$ cat config.mk
export PLATFORM = sky130hd
export DESIGN_NAME = r_responder
export DESIGN_NICKNAME = d
export VERILOG_FILES = /design/src/rtl/r_responder_pkg.sv /design/src/rtl/axi_burst_addr_gen.sv /design/src/rtl/r_responder.sv
export SDC_FILE = /design/constraint.sdc
export NUM_CORES = 1
export LEC_CHECK = 0
export ABC_AREA = 1
export BUFFER_PORTS_ARGS = -buffer_cell sky130_fd_sc_hd__buf_2
export CORE_AREA = 2 2 139 141
export DETAILED_ROUTE_END_ITERATION = 10
export DIE_AREA = 0 0 141 143
export GPL_ROUTABILITY_DRIVEN = 0
export MAX_ROUTING_LAYER = met4
export PLACE_DENSITY = 0.47
export RECOVER_POWER = 25
export SLEW_MARGIN = 10
export SYNTH_ARGS = -nofsm -noshare
export SYNTH_HDL_FRONTEND = slang
export SYNTH_SLANG_ARGS = --single-unit
$ cat constraint.sdc
create_clock -name clk -period 3.1 [get_ports clk]
set_input_delay 0.31 -clock clk [delete_from_list [all_inputs] [get_ports clk]]
set_output_delay 0.31 -clock clk [all_outputs]
set_load 0.02 [all_outputs]
$ cat src/rtl/r_responder_pkg.sv
// Shared types and constants for the AXI read-data responder and its address generator.
// Optional WRAP support is selected by the R_RESPONDER_WRAP_EN macro.
package r_responder_pkg;

  typedef enum logic [1:0] {
    BurstFixed = 2'b00,
    BurstIncr  = 2'b01,
    BurstWrap  = 2'b10,
    BurstRsvd  = 2'b11
  } burst_t;

  localparam logic [1:0] RESP_OKAY   = 2'b00;
  localparam logic [1:0] RESP_SLVERR = 2'b10;

  typedef enum logic [1:0] {
    StIdle,
    StFetch,
    StSend,
    StErr
  } state_t;

  // WRAP bursts must be 2, 4, 8 or 16 beats long.
  function automatic logic wrap_len_ok(input logic [3:0] len);
    return (len == 4'd1) || (len == 4'd3) || (len == 4'd7) || (len == 4'd15);
  endfunction

endpackage

$ cat src/rtl/axi_burst_addr_gen.sv
// Combinational AXI next-beat address calculator (FIXED/INCR, WRAP when R_RESPONDER_WRAP_EN).
// Shared between read and write responders.
module axi_burst_addr_gen
  import r_responder_pkg::*;
#(
  parameter int unsigned ADDR_WIDTH = 32
) (
  input  logic [ADDR_WIDTH-1:0] i_addr,
  input  logic [2:0]            i_size,
  input  logic [3:0]            i_len,
  input  burst_t                i_burst,
  output logic [ADDR_WIDTH-1:0] o_next_addr
);

  localparam logic [ADDR_WIDTH-1:0] One = ADDR_WIDTH'(1);

  logic [ADDR_WIDTH-1:0] w_bytes;
  logic [ADDR_WIDTH-1:0] w_aligned;

  assign w_bytes   = One << i_size;
  // Unaligned INCR starts snap to the beat size from the second beat on.
  assign w_aligned = i_addr & ~(w_bytes - One);

`ifdef R_RESPONDER_WRAP_EN
  logic [ADDR_WIDTH-1:0] w_wrap_mask;
  logic [ADDR_WIDTH-1:0] w_wrap_next;

  assign w_wrap_mask = ((ADDR_WIDTH'(i_len) + One) << i_size) - One;
  assign w_wrap_next = (i_addr & ~w_wrap_mask) | ((i_addr + w_bytes) & w_wrap_mask);
`else
  logic w_unused_len;
  assign w_unused_len = ^i_len;
`endif

  always_comb begin
    o_next_addr = i_addr;
    case (i_burst)
      BurstIncr: o_next_addr = w_aligned + w_bytes;
`ifdef R_RESPONDER_WRAP_EN
      BurstWrap: o_next_addr = w_wrap_next;
`endif
      default:   o_next_addr = i_addr;
    endcase
  end

endmodule

$ cat src/rtl/r_responder.sv
// AXI R-channel responder: one AR burst at a time, 1-cycle synchronous memory, SLVERR for
// illegal requests. WRAP bursts are accepted only when R_RESPONDER_WRAP_EN is defined.
module r_responder
  import r_responder_pkg::*;
#(
  parameter int unsigned ID_WIDTH   = 4,
  parameter int unsigned DATA_WIDTH = 32,
  parameter int unsigned ADDR_WIDTH = 32
) (
  input  logic                  clk,
  input  logic                  rst,
  input  logic [ID_WIDTH-1:0]   ARID,
  input  logic [ADDR_WIDTH-1:0] ARADDR,
  input  logic [3:0]            ARLEN,
  input  logic [2:0]            ARSIZE,
  input  logic [1:0]            ARBURST,
  input  logic                  ARVALID,
  output logic                  ARREADY,
  output logic [ID_WIDTH-1:0]   RID,
  output logic [DATA_WIDTH-1:0] RDATA,
  output logic [1:0]            RRESP,
  output logic                  RLAST,
  output logic                  RVALID,
  input  logic                  RREADY,
  output logic                  mem_re,
  output logic [ADDR_WIDTH-1:0] mem_addr,
  input  logic [DATA_WIDTH-1:0] mem_rdata
);

  localparam int unsigned MaxSize = $clog2(DATA_WIDTH / 8);
  localparam logic [ADDR_WIDTH-1:0] BeatMask = ADDR_WIDTH'(DATA_WIDTH / 8) - ADDR_WIDTH'(1);

  state_t                r_state, w_state_d;
  logic                  r_arready;
  logic [ID_WIDTH-1:0]   r_id;
  logic [ADDR_WIDTH-1:0] r_addr;
  logic [ADDR_WIDTH-1:0] w_next_addr;
  logic [3:0]            r_len;
  logic [3:0]            r_cnt;
  logic [2:0]            r_size;
  burst_t                r_burst;
  logic [DATA_WIDTH-1:0] r_rdata;
  logic                  r_fresh;
  logic                  w_ar_hs;
  logic                  w_r_hs;
  logic                  w_last;
  logic                  w_illegal;

  axi_burst_addr_gen #(
    .ADDR_WIDTH(ADDR_WIDTH)
  ) u_addr_gen (
    .i_addr     (r_addr),
    .i_size     (r_size),
    .i_len      (r_len),
    .i_burst    (r_burst),
    .o_next_addr(w_next_addr)
  );

  assign w_ar_hs = ARVALID & r_arready;
  assign w_r_hs  = RVALID & RREADY;
  assign w_last  = (r_cnt == r_len);

  always_comb begin
    w_illegal = (32'(ARSIZE) > MaxSize) || (ARBURST == 2'b11);
`ifdef R_RESPONDER_WRAP_EN
    if ((ARBURST == 2'b10) && !wrap_len_ok(ARLEN)) w_illegal = 1'b1;
`else
    if (ARBURST == 2'b10) w_illegal = 1'b1;
`endif
  end

  always_comb begin
    w_state_d = r_state;
    unique case (r_state)
      StIdle:  if (w_ar_hs) w_state_d = w_illegal ? StErr : StFetch;
      StFetch: w_state_d = StSend;
      StSend:  if (w_r_hs) w_state_d = w_last ? StIdle : StFetch;
      StErr:   if (w_r_hs && w_last) w_state_d = StIdle;
      default: w_state_d = StIdle;
    endcase
  end

  always_ff @(posedge clk or posedge rst) begin
    if (rst) begin
      r_state   <= StIdle;
      r_arready <= 1'b0;
      r_id      <= '0;
      r_addr    <= '0;
      r_len     <= '0;
      r_cnt     <= '0;
      r_size    <= '0;
      r_burst   <= BurstFixed;
      r_rdata   <= '0;
      r_fresh   <= 1'b0;
    end else begin
      r_state   <= w_state_d;
      r_arready <= (w_state_d == StIdle);
      // First SEND cycle passes mem_rdata through and captures it for any stall.
      r_fresh   <= (r_state == StFetch);
      if (r_fresh) r_rdata <= mem_rdata;
      if (w_ar_hs) begin
        r_id    <= ARID;
        r_addr  <= ARADDR;
        r_len   <= ARLEN;
        r_size  <= ARSIZE;
        r_burst <= burst_t'(ARBURST);
        r_cnt   <= '0;
      end else if (w_r_hs && !w_last) begin
        r_cnt <= r_cnt + 4'd1;
        if (r_state == StSend) r_addr <= w_next_addr;
      end
    end
  end

  always_comb begin
    ARREADY  = r_arready;
    RVALID   = (r_state == StSend) || (r_state == StErr);
    RID      = r_id;
    RRESP    = (r_state == StErr) ? RESP_SLVERR : RESP_OKAY;
    RLAST    = RVALID & w_last;
    RDATA    = '0;
    if (r_state == StSend) RDATA = r_fresh ? mem_rdata : r_rdata;
    mem_re   = (r_state == StFetch);
    mem_addr = mem_re ? (r_addr & ~BeatMask) : '0;
  end

endmodule
==> metrics.txt <==
# TYPE chip_impl_metric gauge
chip_impl_info{name="worst_setup_path_start_kind",value="flop"} 1
chip_impl_metric{name="synthesis.area_per_instance",unit="sq um"} 6.71
chip_impl_metric{name="flow.area_growth_from_synthesis",unit="%"} 23.4
chip_impl_metric{name="grt-ovfl-total",unit=""} 0
chip_impl_metric{name="wire_per_inst",unit="um"} 14.1
chip_impl_info{name="critical_path.reg2reg.endpoint",value="r_addr[16]"} 1
chip_impl_metric{name="period_share",unit=""} 0.879
chip_impl_metric{name="final_net_count",unit=""} 1055
chip_impl_metric{name="initial_utilization",unit=""} 0.298
chip_impl_metric{name="syn_area",unit="sq mm"} 0.00555
chip_impl_metric{name="worst_setup_hold_path_clk_slew",unit="ps"} 70
chip_impl_metric{name="die_w",unit="um"} 141
chip_impl_metric{name="power_density",unit="mW/mm^2"} 981
chip_impl_info{name="synth_top_family_by_area",value="simple AND/OR/NAND/NOR gates"} 1
chip_impl_metric{name="track_usage",unit=""} 0.178
chip_impl_metric{name="share_clk_of_total_power",unit=""} 0.181
chip_impl_metric{name="detailed_place_hpwl",unit="mm"} 12.7
chip_impl_metric{name="reg2reg_slack",unit="ps"} 380
chip_impl_metric{name="synth-xor-area-share",unit=""} 0.0111
chip_impl_metric{name="cts_hold_repair.buffers",unit=""} 0
chip_impl_metric{name="grt_first_pass_wirelength",unit="mm"} 27.6
chip_impl_metric{name="first_pass_iters",unit=""} 4
chip_impl_info{name="worstSetupEndpoint",value="r_addr[16]"} 1
chip_impl_metric{name="yosys.area_share.adder",unit=""} 0.0135
chip_impl_metric{name="clock_tree.htree_level_count",unit=""} 3
chip_impl_metric{name="largest_net_degree_at_the_start_of_global_routing",unit=""} 51
chip_impl_info{name="clock_tree.root_cell",value="sky130_fd_sc_hd__clkbuf_16"} 1
chip_impl_metric{name="worstMarginPinSlew",unit="ps"} 1690
chip_impl_info{name="unrepaired_setup_endpoints_after_global_routing",value="false"} 1
chip_impl_metric{name="post_cts_setup_driven_buffer_insertion_count",unit=""} 0
chip_impl_metric{name="cp.required",unit="ps"} 3340
chip_impl_metric{name="setup-violations-final",unit=""} 0
chip_impl_metric{name="cap_viol_max_count",unit=""} 1
chip_impl_metric{name="max_freq",unit="MHz"} 367
chip_impl_metric{name="drive_gt1_frac",unit=""} 0.239
chip_impl_metric{name="timing.critical_path.fanout_max",unit=""} 10
chip_impl_metric{name="clock_latency",unit="ps"} 350
chip_impl_metric{name="route.vias.total",unit=""} 5450
chip_impl_metric{name="leakage",unit="nW"} 3.74
chip_impl_info{name="outcome",value="finished, violations left"} 1
chip_impl_metric{name="remaining_drc_errors",unit=""} 0
chip_impl_metric{name="period_minus_slack",unit="ps"} 2720
chip_impl_info{name="worstSetupPathType",value="flop to flop"} 1
chip_impl_info{name="failed_checks",value="capacitance limit, slew limit"} 1
chip_impl_metric{name="finish.utilization",unit=""} 0.368
chip_impl_metric{name="finalMaxSlewViolations",unit=""} 37
chip_impl_metric{name="relSlewSlack",unit=""} -0.132
chip_impl_metric{name="ys_ff_latch",unit=""} 85
chip_impl_metric{name="synth.mux.area_fraction",unit=""} 0
chip_impl_metric{name="die-height",unit="um"} 143
chip_impl_metric{name="crit_arrival",unit="ps"} 2960
chip_impl_metric{name="net-switching-power",unit="mW"} 3.26
chip_impl_metric{name="clockBufferDepth",unit=""} 2
chip_impl_metric{name="reg2reg_depth",unit=""} 18
chip_impl_info{name="origin_of_the_worst_setup_path",value="r_size[0]"} 1
chip_impl_metric{name="ys_warn_count",unit=""} 0
chip_impl_metric{name="cts_repair_resize_count",unit=""} 0
chip_impl_metric{name="placementRows",unit=""} 50
chip_impl_metric{name="switching_share",unit=""} 0.486
chip_impl_metric{name="fillerInstances",unit=""} 2010
chip_impl_metric{name="final.setup_skew",unit="ps"} 5.36
chip_impl_metric{name="total_area_of_multi_input_combinational_cells",unit="sq mm"} 0.00286
chip_impl_info{name="endpoint_kind",value="flop"} 1
chip_impl_metric{name="yosys.area_share.simple",unit=""} 0.398
chip_impl_metric{name="ys_seq_area_frac",unit=""} 0.384
chip_impl_metric{name="first_global_vias",unit=""} 5240
chip_impl_metric{name="worst_ir_drop_vdd",unit="V"} 0.000372
chip_impl_metric{name="internal_power",unit="mW"} 3.45
chip_impl_metric{name="power.share.combinational",unit=""} 0.519
chip_impl_metric{name="syn-instance-count",unit=""} 826
chip_impl_metric{name="viasPerCell",unit=""} 4.51
chip_impl_info{name="critical_path.reg2reg.startpoint",value="r_size[0]"} 1
chip_impl_metric{name="initialDrtViolationCount",unit=""} 261
chip_impl_metric{name="clock-sinks",unit=""} 85
chip_impl_metric{name="design.die.area",unit="sq mm"} 0.0202
chip_impl_info{name="tritoncts_clock_tree",value="done"} 1
chip_impl_metric{name="drt_wl_total",unit="mm"} 17.1
chip_impl_metric{name="compound_cell_area_share_of_the_yosys_netlist",unit=""} 0.0914
chip_impl_metric{name="area.sequential",unit="sq mm"} 0.00213
chip_impl_metric{name="core_region_area",unit="sq mm"} 0.0186
chip_impl_metric{name="seq_power_share",unit=""} 0.301
chip_impl_metric{name="synth.lib_cells_used.distinct",unit=""} 36
chip_impl_metric{name="totalNegativeSetupSlack",unit="ps"} 0
chip_impl_metric{name="initial_antenna_violation_count",unit=""} 3
chip_impl_info{name="hold_class",value="input port to flop"} 1
chip_impl_metric{name="io_buffer_count",unit=""} 151
chip_impl_metric{name="antenna_left",unit=""} 0
chip_impl_metric{name="hold_violations",unit=""} 0
chip_impl_metric{name="number_of_primary_i_o_pins",unit=""} 155
chip_impl_metric{name="cts_inserted_buffers",unit=""} 9
## placed cells by master (no fill, tap or decap), types with 7 or more instances in the layout
cell type	count
sky130_fd_sc_hd__nor2_1	81
sky130_fd_sc_hd__inv_1	100
sky130_fd_sc_hd__nand3_1	54
sky130_fd_sc_hd__a21oi_1	40
sky130_fd_sc_hd__nand3_2	11
sky130_fd_sc_hd__o21ai_0	29
sky130_fd_sc_hd__nand4_1	10
sky130_fd_sc_hd__buf_2	151
sky130_fd_sc_hd__clkbuf_16	9
sky130_fd_sc_hd__nand2_2	17
sky130_fd_sc_hd__dfrtp_1	85
sky130_fd_sc_hd__nand2_1	289
sky130_fd_sc_hd__nor3_1	12
sky130_fd_sc_hd__nor2_2	7
sky130_fd_sc_hd__xor2_1	7
sky130_fd_sc_hd__buf_4	9
## state kept, by name (all words and copies together), names as in the netlist
signal	count
ARREADY	1
RID	4
r_addr	32
r_burst	2
r_cnt	4
r_fresh	1
r_len	4
r_rdata	32
r_size	3
r_state	2
## power groups by stage
stage	sequential, mW	clock, mW	combinational [mW]
floorplan	1.93	0	2.58
global placement	2.03	0	3.52
detailed placement	2.03	0	3.52
CTS	2.02	1.25	3.54
global route	2.09	1.28	3.96
finish	2.02	1.21	3.48
## cells in the mapped netlist
master | n | area (sq um)
sky130_fd_sc_hd__nand2_1 | 289 | 1080
sky130_fd_sc_hd__inv_1 | 101 | 379
sky130_fd_sc_hd__dfrtp_1 | 85 | 2130
sky130_fd_sc_hd__nor2_1 | 81 | 304
sky130_fd_sc_hd__nand3_1 | 54 | 270
sky130_fd_sc_hd__a21oi_1 | 40 | 200
sky130_fd_sc_hd__o21ai_0 | 29 | 145
sky130_fd_sc_hd__nand2_2 | 17 | 106
sky130_fd_sc_hd__clkbuf_1 | 16 | 60.1
sky130_fd_sc_hd__nor3_1 | 12 | 60.1
sky130_fd_sc_hd__nand3_2 | 11 | 110
sky130_fd_sc_hd__nand4_1 | 10 | 62.6
sky130_fd_sc_hd__nor2_2 | 7 | 43.8
sky130_fd_sc_hd__xor2_1 | 7 | 61.3
sky130_fd_sc_hd__buf_4 | 6 | 45.0
sky130_fd_sc_hd__ha_1 | 6 | 75.1
sky130_fd_sc_hd__inv_2 | 6 | 22.5
sky130_fd_sc_hd__nor4_1 | 6 | 37.5
sky130_fd_sc_hd__buf_1 | 5 | 18.8
sky130_fd_sc_hd__nand2_4 | 5 | 56.3
sky130_fd_sc_hd__nor2_4 | 4 | 45.0
sky130_fd_sc_hd__o21bai_1 | 4 | 30.0
sky130_fd_sc_hd__o221ai_1 | 4 | 35.0
sky130_fd_sc_hd__buf_2 | 3 | 15.0
sky130_fd_sc_hd__a21oi_2 | 2 | 17.5
sky130_fd_sc_hd__a31oi_1 | 2 | 12.5
sky130_fd_sc_hd__buf_6 | 2 | 22.5
sky130_fd_sc_hd__o211ai_1 | 2 | 15.0
sky130_fd_sc_hd__o21bai_2 | 2 | 22.5
sky130_fd_sc_hd__or2_1 | 2 | 12.5
sky130_fd_sc_hd__a22oi_1 | 1 | 7.51
sky130_fd_sc_hd__conb_1 | 1 | 3.75
sky130_fd_sc_hd__nand3b_1 | 1 | 7.51
sky130_fd_sc_hd__nor3b_1 | 1 | 7.51
sky130_fd_sc_hd__o211ai_2 | 1 | 12.5
sky130_fd_sc_hd__o311ai_0 | 1 | 8.76
## through the flow
step	std cells	power (mW)	hold WS, ps	instance area, sq um	setup slack (ps)
6_report	1209	6.71	150	6840	376
4_1_cts	1206	6.80	57.3	6850	363
5_1_grt	1209	7.33	151	6840	141
2_1_floorplan	828	4.51	420	5550	597
3_3_place_gp	1191	5.55	431	6530	413
3_5_place_dp	1191	5.55	430	6530	384
## logic make-up (layout without fill, tap and decap cells)
| family | count (synthesis) | count (layout) |
|---|---|---|
| XOR/XNOR | 7 | 7 |
| flip-flops | 85 | 85 |
| AO/OA/AOI/OAI | 88 | 88 |
| adder cells (fa/ha/maj) | 6 | 6 |
| buffers and inverters | 139 | 283 |
| other | 1 | 6 |
| AND/OR/NAND/NOR | 500 | 500 |
## cell type report
class,instances,area share
well taps,234,0.0428
clock buffers,10,0.0349
clock inverters,5,0.0122
flip-flops and latches,85,0.311
multi-input cells,604,0.418
repair buffers,161,0.121
diodes,3,0.00110
inverters,107,0.0589
## worst min-delay path by stage
stage,start,end,slack [ps],cells past startpoint
6_report,ARID[2],RID[2],150,3
2_1_floorplan,ARID[0],RID[0],420,2
4_1_cts,rst,r_rdata[2],60,2
5_1_grt,ARID[2],RID[2],150,3
3_5_place_dp,rst,r_rdata[25],430,2
3_3_place_gp,rst,r_rdata[25],430,2
## layer usage
metal | share of wire | GRT usage | up-vias | wire length (um)
met5 | 0 | - | - | 0
met4 | 0.0097 | 0.0426 | 0 | 166
met3 | 0.060 | 0.0352 | 12 | 1030
met2 | 0.45 | 0.274 | 152 | 7620
met1 | 0.48 | 0.244 | 2424 | 8290
li1 | - | - | 2862 | -
## critical path, cell delays in order (launching register included)
cell	delay, ps
sky130_fd_sc_hd__dfrtp_1	550
sky130_fd_sc_hd__inv_2	140
sky130_fd_sc_hd__nor2_1	170
sky130_fd_sc_hd__inv_1	70
sky130_fd_sc_hd__ha_1	290
sky130_fd_sc_hd__nand2_1	60
sky130_fd_sc_hd__inv_1	40
sky130_fd_sc_hd__ha_1	320
sky130_fd_sc_hd__inv_1	90
sky130_fd_sc_hd__o21ai_0	160
sky130_fd_sc_hd__inv_1	90
sky130_fd_sc_hd__nand2_1	90
sky130_fd_sc_hd__nand2_2	60
sky130_fd_sc_hd__nand2_4	140
sky130_fd_sc_hd__nand2_4	80
sky130_fd_sc_hd__nor2_1	90
sky130_fd_sc_hd__nand2_1	50
sky130_fd_sc_hd__nand3_1	80
sky130_fd_sc_hd__nand2_1	50
Note: power is estimated with default switching activity, not from simulation.
